## config.mk

```make
export PLATFORM = sky130hd
export DESIGN_NAME = muldiv_sequencer
export DESIGN_NICKNAME = d
export VERILOG_FILES = /design/src/rtl/muldiv_sequencer.sv
export SDC_FILE = /design/constraint.sdc
export NUM_CORES = 1
export LEC_CHECK = 0
export BUFFER_PORTS_ARGS = -buffer_cell sky130_fd_sc_hd__buf_2
export CORE_MARGIN = 2
export CORE_UTILIZATION = 65
export DETAILED_ROUTE_END_ITERATION = 12
export PLACE_DENSITY = 0.87
export SKIP_CTS_REPAIR_TIMING = 1
export SYNTH_ARGS = -nofsm -noshare
export SYNTH_HDL_FRONTEND = slang
export SYNTH_SLANG_ARGS = --single-unit
```

## constraint.sdc

```tcl
create_clock -name clk -period 9.2 [get_ports clk]
set_input_delay 0.46 -clock clk [delete_from_list [all_inputs] [get_ports clk]]
set_output_delay 0.46 -clock clk [all_outputs]
set_load 0.02 [all_outputs]
```

## src/rtl/muldiv_sequencer.sv

```systemverilog
// muldiv_sequencer: HI/LO multiply/divide unit for a MIPS-style pipeline.
// It runs one multiply or divide at a time: a 32-step shift-add multiply
// or a 32-step restoring divide, then one sign-fix cycle that writes HI/LO.
// Optional build macro: MULDIV_FAST_MUL_EN. When it is defined, MULT/MULTU
// skip the iteration phase and form the product in the single FIX cycle.
module muldiv_sequencer (
    input  logic        clk,
    input  logic        reset_n,
    input  logic        start,
    input  logic [3:0]  op,
    input  logic [31:0] a,
    input  logic [31:0] b,
    input  logic        mthi,
    input  logic        mtlo,
    input  logic [31:0] wdata,
    output logic        busy,
    output logic        done,
    output logic [31:0] hi,
    output logic [31:0] lo
);

    localparam logic [1:0] S_IDLE = 2'd0;
    localparam logic [1:0] S_RUN  = 2'd1;
    localparam logic [1:0] S_FIX  = 2'd2;

    // Operation state
    logic [1:0]  r_state;
    logic [5:0]  r_cnt;
    logic [63:0] r_acc;     // mul: {partial product, multiplier}; div: {remainder, quotient}
    logic [31:0] r_mcand;   // multiplicand magnitude (mul) or divisor magnitude (div)
    logic [31:0] r_b;       // raw divisor, kept for the divide-by-zero result
    logic        r_is_mul;
    logic        r_sa;      // dividend/multiplicand negative (signed ops only)
    logic        r_sb;      // divisor/multiplier negative (signed ops only)
    logic [31:0] r_hi;
    logic [31:0] r_lo;

    // Decode and operand magnitudes
    logic        w_op_valid;
    logic        w_start_ok;
    logic        w_signed;
    logic        w_a_neg;
    logic        w_b_neg;
    logic [31:0] w_a_mag;
    logic [31:0] w_b_mag;

    assign w_op_valid = (op[3:2] == 2'b10);
    assign w_start_ok = (r_state == S_IDLE) && start && w_op_valid;
    assign w_signed   = ~op[0];
    assign w_a_neg    = w_signed & a[31];
    assign w_b_neg    = w_signed & b[31];
    assign w_a_mag    = w_a_neg ? (32'd0 - a) : a;
    assign w_b_mag    = w_b_neg ? (32'd0 - b) : b;

    // One multiply step: add multiplicand into the high half when the
    // current multiplier bit is set, then shift the whole accumulator right.
    logic [32:0] w_mul_sum;
    logic [63:0] w_mul_next;

    assign w_mul_sum  = {1'b0, r_acc[63:32]} + (r_acc[0] ? {1'b0, r_mcand} : 33'd0);
    assign w_mul_next = {w_mul_sum, r_acc[31:1]};

    // One restoring divide step: shift the next dividend bit into the
    // 33-bit partial remainder and subtract when it does not go negative.
    logic [32:0] w_rem_sh;
    logic [33:0] w_sub;
    logic [63:0] w_div_next;
    logic        w_unused_ok;

    assign w_rem_sh    = {r_acc[63:32], r_acc[31]};
    assign w_sub       = {1'b0, w_rem_sh} - {2'b00, r_mcand};
    assign w_div_next  = w_sub[33] ? {w_rem_sh[31:0], r_acc[30:0], 1'b0}
                                   : {w_sub[31:0],    r_acc[30:0], 1'b1};
    // Bit 32 of a successful difference is always zero (remainder < divisor).
    assign w_unused_ok = &{1'b0, w_sub[32]};

    // Result formation for the FIX cycle
    logic [63:0] w_prod_mag;
    logic [63:0] w_prod;
    logic [31:0] w_quo;
    logic [31:0] w_rem;
    logic        w_div_zero;

`ifdef MULDIV_FAST_MUL_EN
    logic [63:0] w_fast_prod;
    assign w_fast_prod = {32'd0, r_mcand} * {32'd0, r_acc[31:0]};
    assign w_prod_mag  = w_fast_prod;
`else
    assign w_prod_mag  = r_acc;
`endif

    assign w_prod     = (r_sa ^ r_sb) ? (64'd0 - w_prod_mag) : w_prod_mag;
    assign w_quo      = (r_sa ^ r_sb) ? (32'd0 - r_acc[31:0]) : r_acc[31:0];
    // Remainder follows the dividend's sign; for b=0 this reproduces a exactly.
    assign w_rem      = r_sa ? (32'd0 - r_acc[63:32]) : r_acc[63:32];
    assign w_div_zero = (r_b == 32'd0);

    // Sequencer: accept work in IDLE, iterate in RUN, commit HI/LO in FIX
    always_ff @(posedge clk or negedge reset_n) begin
        if (!reset_n) begin
            r_state  <= S_IDLE;
            r_cnt    <= 6'd0;
            r_acc    <= 64'd0;
            r_mcand  <= 32'd0;
            r_b      <= 32'd0;
            r_is_mul <= 1'b0;
            r_sa     <= 1'b0;
            r_sb     <= 1'b0;
            r_hi     <= 32'd0;
            r_lo     <= 32'd0;
        end else begin
            case (r_state)
                S_IDLE: begin
                    if (w_start_ok) begin
                        r_cnt    <= 6'd0;
                        r_is_mul <= op[1];
                        r_sa     <= w_a_neg;
                        r_sb     <= w_b_neg;
                        r_b      <= b;
                        if (op[1]) begin
                            r_mcand <= w_a_mag;
                            r_acc   <= {32'd0, w_b_mag};
`ifdef MULDIV_FAST_MUL_EN
                            r_state <= S_FIX;
`else
                            r_state <= S_RUN;
`endif
                        end else begin
                            r_mcand <= w_b_mag;
                            r_acc   <= {32'd0, w_a_mag};
                            r_state <= S_RUN;
                        end
                    end else begin
                        // Moves only land when no operation is being accepted
                        if (mthi) r_hi <= wdata;
                        if (mtlo) r_lo <= wdata;
                    end
                end
                S_RUN: begin
                    r_acc <= r_is_mul ? w_mul_next : w_div_next;
                    r_cnt <= r_cnt + 6'd1;
                    if (r_cnt == 6'd31) r_state <= S_FIX;
                end
                S_FIX: begin
                    if (r_is_mul) begin
                        r_hi <= w_prod[63:32];
                        r_lo <= w_prod[31:0];
                    end else begin
                        r_hi <= w_rem;
                        r_lo <= w_div_zero ? 32'hFFFF_FFFF : w_quo;
                    end
                    r_state <= S_IDLE;
                end
                default: r_state <= S_IDLE;
            endcase
        end
    end

    assign busy = (r_state != S_IDLE);
    assign done = (r_state == S_FIX);
    assign hi   = r_hi;
    assign lo   = r_lo;

endmodule

```

# == Yosys cells after proc, flatten, opt, wreduce, memory -nomap -nowiden ==
# Index checks and enable logic that the tools add are counted.
# totals
inputBits,105
output_inout_bits,66
elab_cells,69
ff_bits,203
# op_classes
reduce_logical,12
n_addsub,8
eq_ne,9
bitwise,4
mux,26
# op_table
operator,n
32-bit 2-to-1 mux,14
64-bit 2-to-1 mux,4
32-bit case mux with 2 select lines,2
64-bit case mux with 2 select lines,1
"1-bit by 32-bit subtractor with 32-bit output, first input constant",4
"1-bit by 64-bit subtractor with 64-bit output, first input constant",1
33-bit by 32-bit subtractor with 34-bit output,1
32-bit by 32-bit adder with 33-bit output,1
32-bit zero test,1
6-bit case mux with 2 select lines,1
"2-bit inequality test, second input constant",5
"6-bit by 1-bit adder with 6-bit output, second input constant",1
"6-bit by 5-bit == test with 1-bit output, second input constant",1
6-bit 2-to-1 mux,1
2-bit AND reduction,3
3-bit AND reduction,2
2-bit nonzero test,3
"2-bit == test, second input constant",2
2-bit 2-to-1 mux,2
2-bit case mux with 2 select lines,1
1-bit AND,2
"2-bit by 1-bit == test with 1-bit output, second input constant",1
1-bit logical AND,2
2-bit zero test,1
other kinds (2),2

# == Longest topological paths before layout ==
# depth
depth_word,6
ltp_mapped,15
depth_no_buf,13

# == Worst setup path before layout ==
# Ideal clock, no wire load.
# synth_path
path_type,register to register
start,reg r_acc[0]
end,reg r_acc[56]
period_less_slack_ps,3244
slack_ps,5956
setup_ps,138
required_ps,9062
arrival_ps,3106
path_stages_with_launch,15
path_buffers,2
cell_sequence,dfrtp_1 clkbuf_1 inv_1 clkbuf_1 nor2_1 ha_1 a21oi_1 o21ai_0 or3_1 a21oi_2 o31ai_1 a221oi_1 xnor2_1 a222oi_1 o21ai_0
# synth_via
elab_chain_len,4
# synth_lines
element,line_no,source
"start, declared",29,logic [63:0] r_acc;
"start signal, assigned",122,"r_acc <= {32'd0, w_b_mag};"
"start signal, assigned",130,"r_acc <= {32'd0, w_a_mag};"
"start signal, assigned",140,r_acc <= r_is_mul ? w_mul_next : w_div_next;
32-bit 2-to-1 mux,60,"assign w_mul_sum = {1'b0, r_acc[63:32]} + (r_acc[0] ? {1'b0, r_mcand} : 33'd0);"
32-bit by 32-bit adder with 33-bit output,60,
64-bit 2-to-1 mux,140,
64-bit case mux with 2 select lines,112,case (r_state)
# Every way passes these cells.
# A chain may end at the register's enable or synchronous reset.

# == Worst setup path in the final report ==
# Ends and elaborated chain as after synthesis.

==> results.txt <==
Slew @ Worst Pin = 1.146 ns
Antenna violation net count after detailed routing = 0
Max Clock Skew = 0.01454 ns
Seq cells post-synth = 203
Synth warnings = 0
Register area = 5081 µm²
Post-synthesis net count = 2263
Total number of vias = 16760
EDFF count, synth = 0
PD cells = 342.2 nW/µm²
Ys async rst share = 1.000
Iteration count of the initial detailed-routing pass = 6
WP data required = 9.61 ns
Fill cell count = 1883
Worst R2R Path Depth = 12
Reg2reg setup slack = 4.88 ns
Non-Filler Instances = 2520
RePlAce Congestion = 1.017
I/O pin count = 171
Period utilisation layout = 0.4694
Leading area contributor after synthesis = dfrtp_1
Status = completed
Final-report hold violation count = 0
Die width = 162.3 µm
CP Depth = 12
Worst hold path stage count = 3
Worst hold path type = primary input to flop
Sequential area share after synthesis = 0.3120
CTS tree = yes
Clock Tree Buf Depth = 3
Slew Limit Headroom = 0.2351
Critical path's top delay family = compound AO/OA/AOI/OAI gates
Placed insts = 2477
Commonest cells post-synth = 291 x nand2_1, 210 x o21ai_0, 209 x nor2_1, 203 x dfrtp_1, 161 x a21oi_1
Final setup vio count = 0
Synthesis-to-finish area growth = 10.45%
P_leak = 7.953 nW
Maximum VDD drop = 0.2300 mV
Max-cap viol count = 0
First-pass GRT wire length = 83.81 mm
Crit. End Element = flop
CP cell instances = inv_1, nor2_1, ha_1, o211ai_1, o21ai_0, or3_1, a21oi_2, o31ai_1, a221oi_1, xnor2_1, a222oi_1, o21ai_0
# port buffers = 170
H-tree depth = 1
Die Y = 162.3 µm
FMAX = 231.6 MHz
Synth top area cells = dfrtp_1 31%, nand2_1 6.7%, o21ai_0 6.5%
Final Total Pwr = 6.153 mW
Sinks on Clock Net = 203
Crit-path max FO = 31
Post-detailed-placement half-perimeter wirelength = 39.97 mm
Fin nets = 2355
Cts bufs inserted = 23
Worst stage delay on the critical path = 0.88 ns
Total routed wirelength = 53.96 mm
Synth Instances = 2087
Share of layout cells above drive strength 1 = 0.1193
WL/cell = 21.41 µm
Post-synthesis cell area = 16280 µm²
Grt ovf = 0
CTS root buf = clkbuf_16
Sum Neg Setup Slack = 0 ns
WS Path Type = flop to flop
Initial Util = 0.6655
Share of the synthesized area in the top cell type = 0.3120
Ys flop type = dfrtp_1
DIE AREA = 26330 µm²
Startpoint type of the worst setup path = flop
Unique cell type count in the Yosys netlist = 79
Inserted Diodes = 0
Largest net degree at the start of global routing = 92
Initial antenna violation count = 1
Max-slew violations = 0
Crit path top cell by count = o21ai_0
Cell with the most instances after synthesis = nand2_1
Footprint of the multi-input gates = 10410 µm²
Cell Rows = 57
Via/cell ratio = 6.650
DRT iter0 DRCs = 2049
Syn_area_per_cell = 7.800 µm²
DRC Markers = 0
Vias in the first global route = 15290
Worst EP arrival = 4.73 ns
Min Tclk post-route = 4.318 ns
Clk_lat worst skew = 0.55 ns
RSZ-0062 raised after global routing = no
Clk slew on worst S/H paths = 0.06 ns
Slowest cell on crit path = inv_1
Global Route Usage Sum = 0.4024
Core area = 24460 µm²
WP buf/inv = 1
## cell type report
| cell class | instances | area share |
|---|---|---|
| inverters | 81 | 0.01691 |
| clock buffers | 31 | 0.03591 |
| repair buffers | 188 | 0.05546 |
| flip-flops and latches | 203 | 0.2826 |
| well taps | 324 | 0.02255 |
| multi-input cells | 1682 | 0.5790 |
| clock inverters | 11 | 0.007585 |
## kinds of logic (layout without fill, tap and decap cells)
family | count (synthesis) | count (layout) | synth area share
AND/OR/NAND/NOR | 705 | 705 | 0.1957
adder cells (fa/ha/maj) | 71 | 71 | 0.05549
AO/OA/AOI/OAI | 681 | 681 | 0.2596
flip-flops | 203 | 203 | 0.3120
multiplexers | 54 | 54 | 0.03366
buffers and inverters | 202 | 311 | 0.05149
XOR/XNOR | 171 | 171 | 0.09200
## layer usage
metal / global-route usage / routed length (µm) / vias to the layer above / share of wire
met4: 0.1967 / 2911 / 2 / 0.054
met5: 0 / 13 / - / 0.00024
met1: 0.5460 / 21200 / 7879 / 0.39
li1: - / - / 7679 / -
met2: 0.6184 / 23710 / 1034 / 0.44
met3: 0.08044 / 6128 / 164 / 0.11
## power by group
part,switching (mW),internal [mW]
clock network,0.401,0.555
logic,2.14,1.39
registers,0.469,1.20
## worst register-to-register path, cell delays in order (launching register included)
cell and delay [ns]:
dfrtp_1 0.50, inv_1 0.88, nor2_1 0.18, ha_1 0.42, o211ai_1 0.11, o21ai_0 0.36
or3_1 0.20, a21oi_2 0.11, o31ai_1 0.66, a221oi_1 0.19, xnor2_1 0.16, a222oi_1 0.29
o21ai_0 0.12
## cell usage in the layout, fill, tap and decap left out, types with 51 or more instances in the layout
cell / Yosys / layout
a211oi_1: 51 / 51
ha_1: 69 / 69
a21oi_1: 161 / 161
inv_1: 80 / 79
dfrtp_1: 203 / 202
buf_2: 5 / 169
nor2_1: 209 / 207
xnor2_1: 107 / 106
o21ai_0: 210 / 209
xor2_1: 64 / 64
nand2_1: 291 / 291
## through the flow
stage	worst slack (ns)	hold WS, ns	instance area (µm²)	utilization
floorplan	5.956	0.1644	16280	-
CTS	4.960	-0.1047	17970	0.7346
global route	4.657	0.1747	17980	0.7351
detailed placement	4.990	0.4433	17190	0.7027
global placement	5.166	0.4402	17190	0.7027
finish	4.882	0.1604	17980	0.7351
## flip-flops by register name (all words and copies together), names as in the netlist
name and cells:
r_acc 64, hi 32, lo 32, r_b 32, r_mcand 32, r_cnt 6, r_state 2, r_is_mul 1
r_sa 1, r_sb 1
## final timing paths
path | startpoint | end
min in group asynchronous | reset_n | r_state[0]
setup / recovery | r_acc[0] | r_acc[56]
max in group asynchronous | reset_n | r_is_mul
hold reg to reg | r_b[19] | r_b[19]
hold / removal | b[30] | r_b[30]
setup reg to reg | r_acc[0] | r_acc[56]
Note: power is estimated with default switching activity, not from simulation.
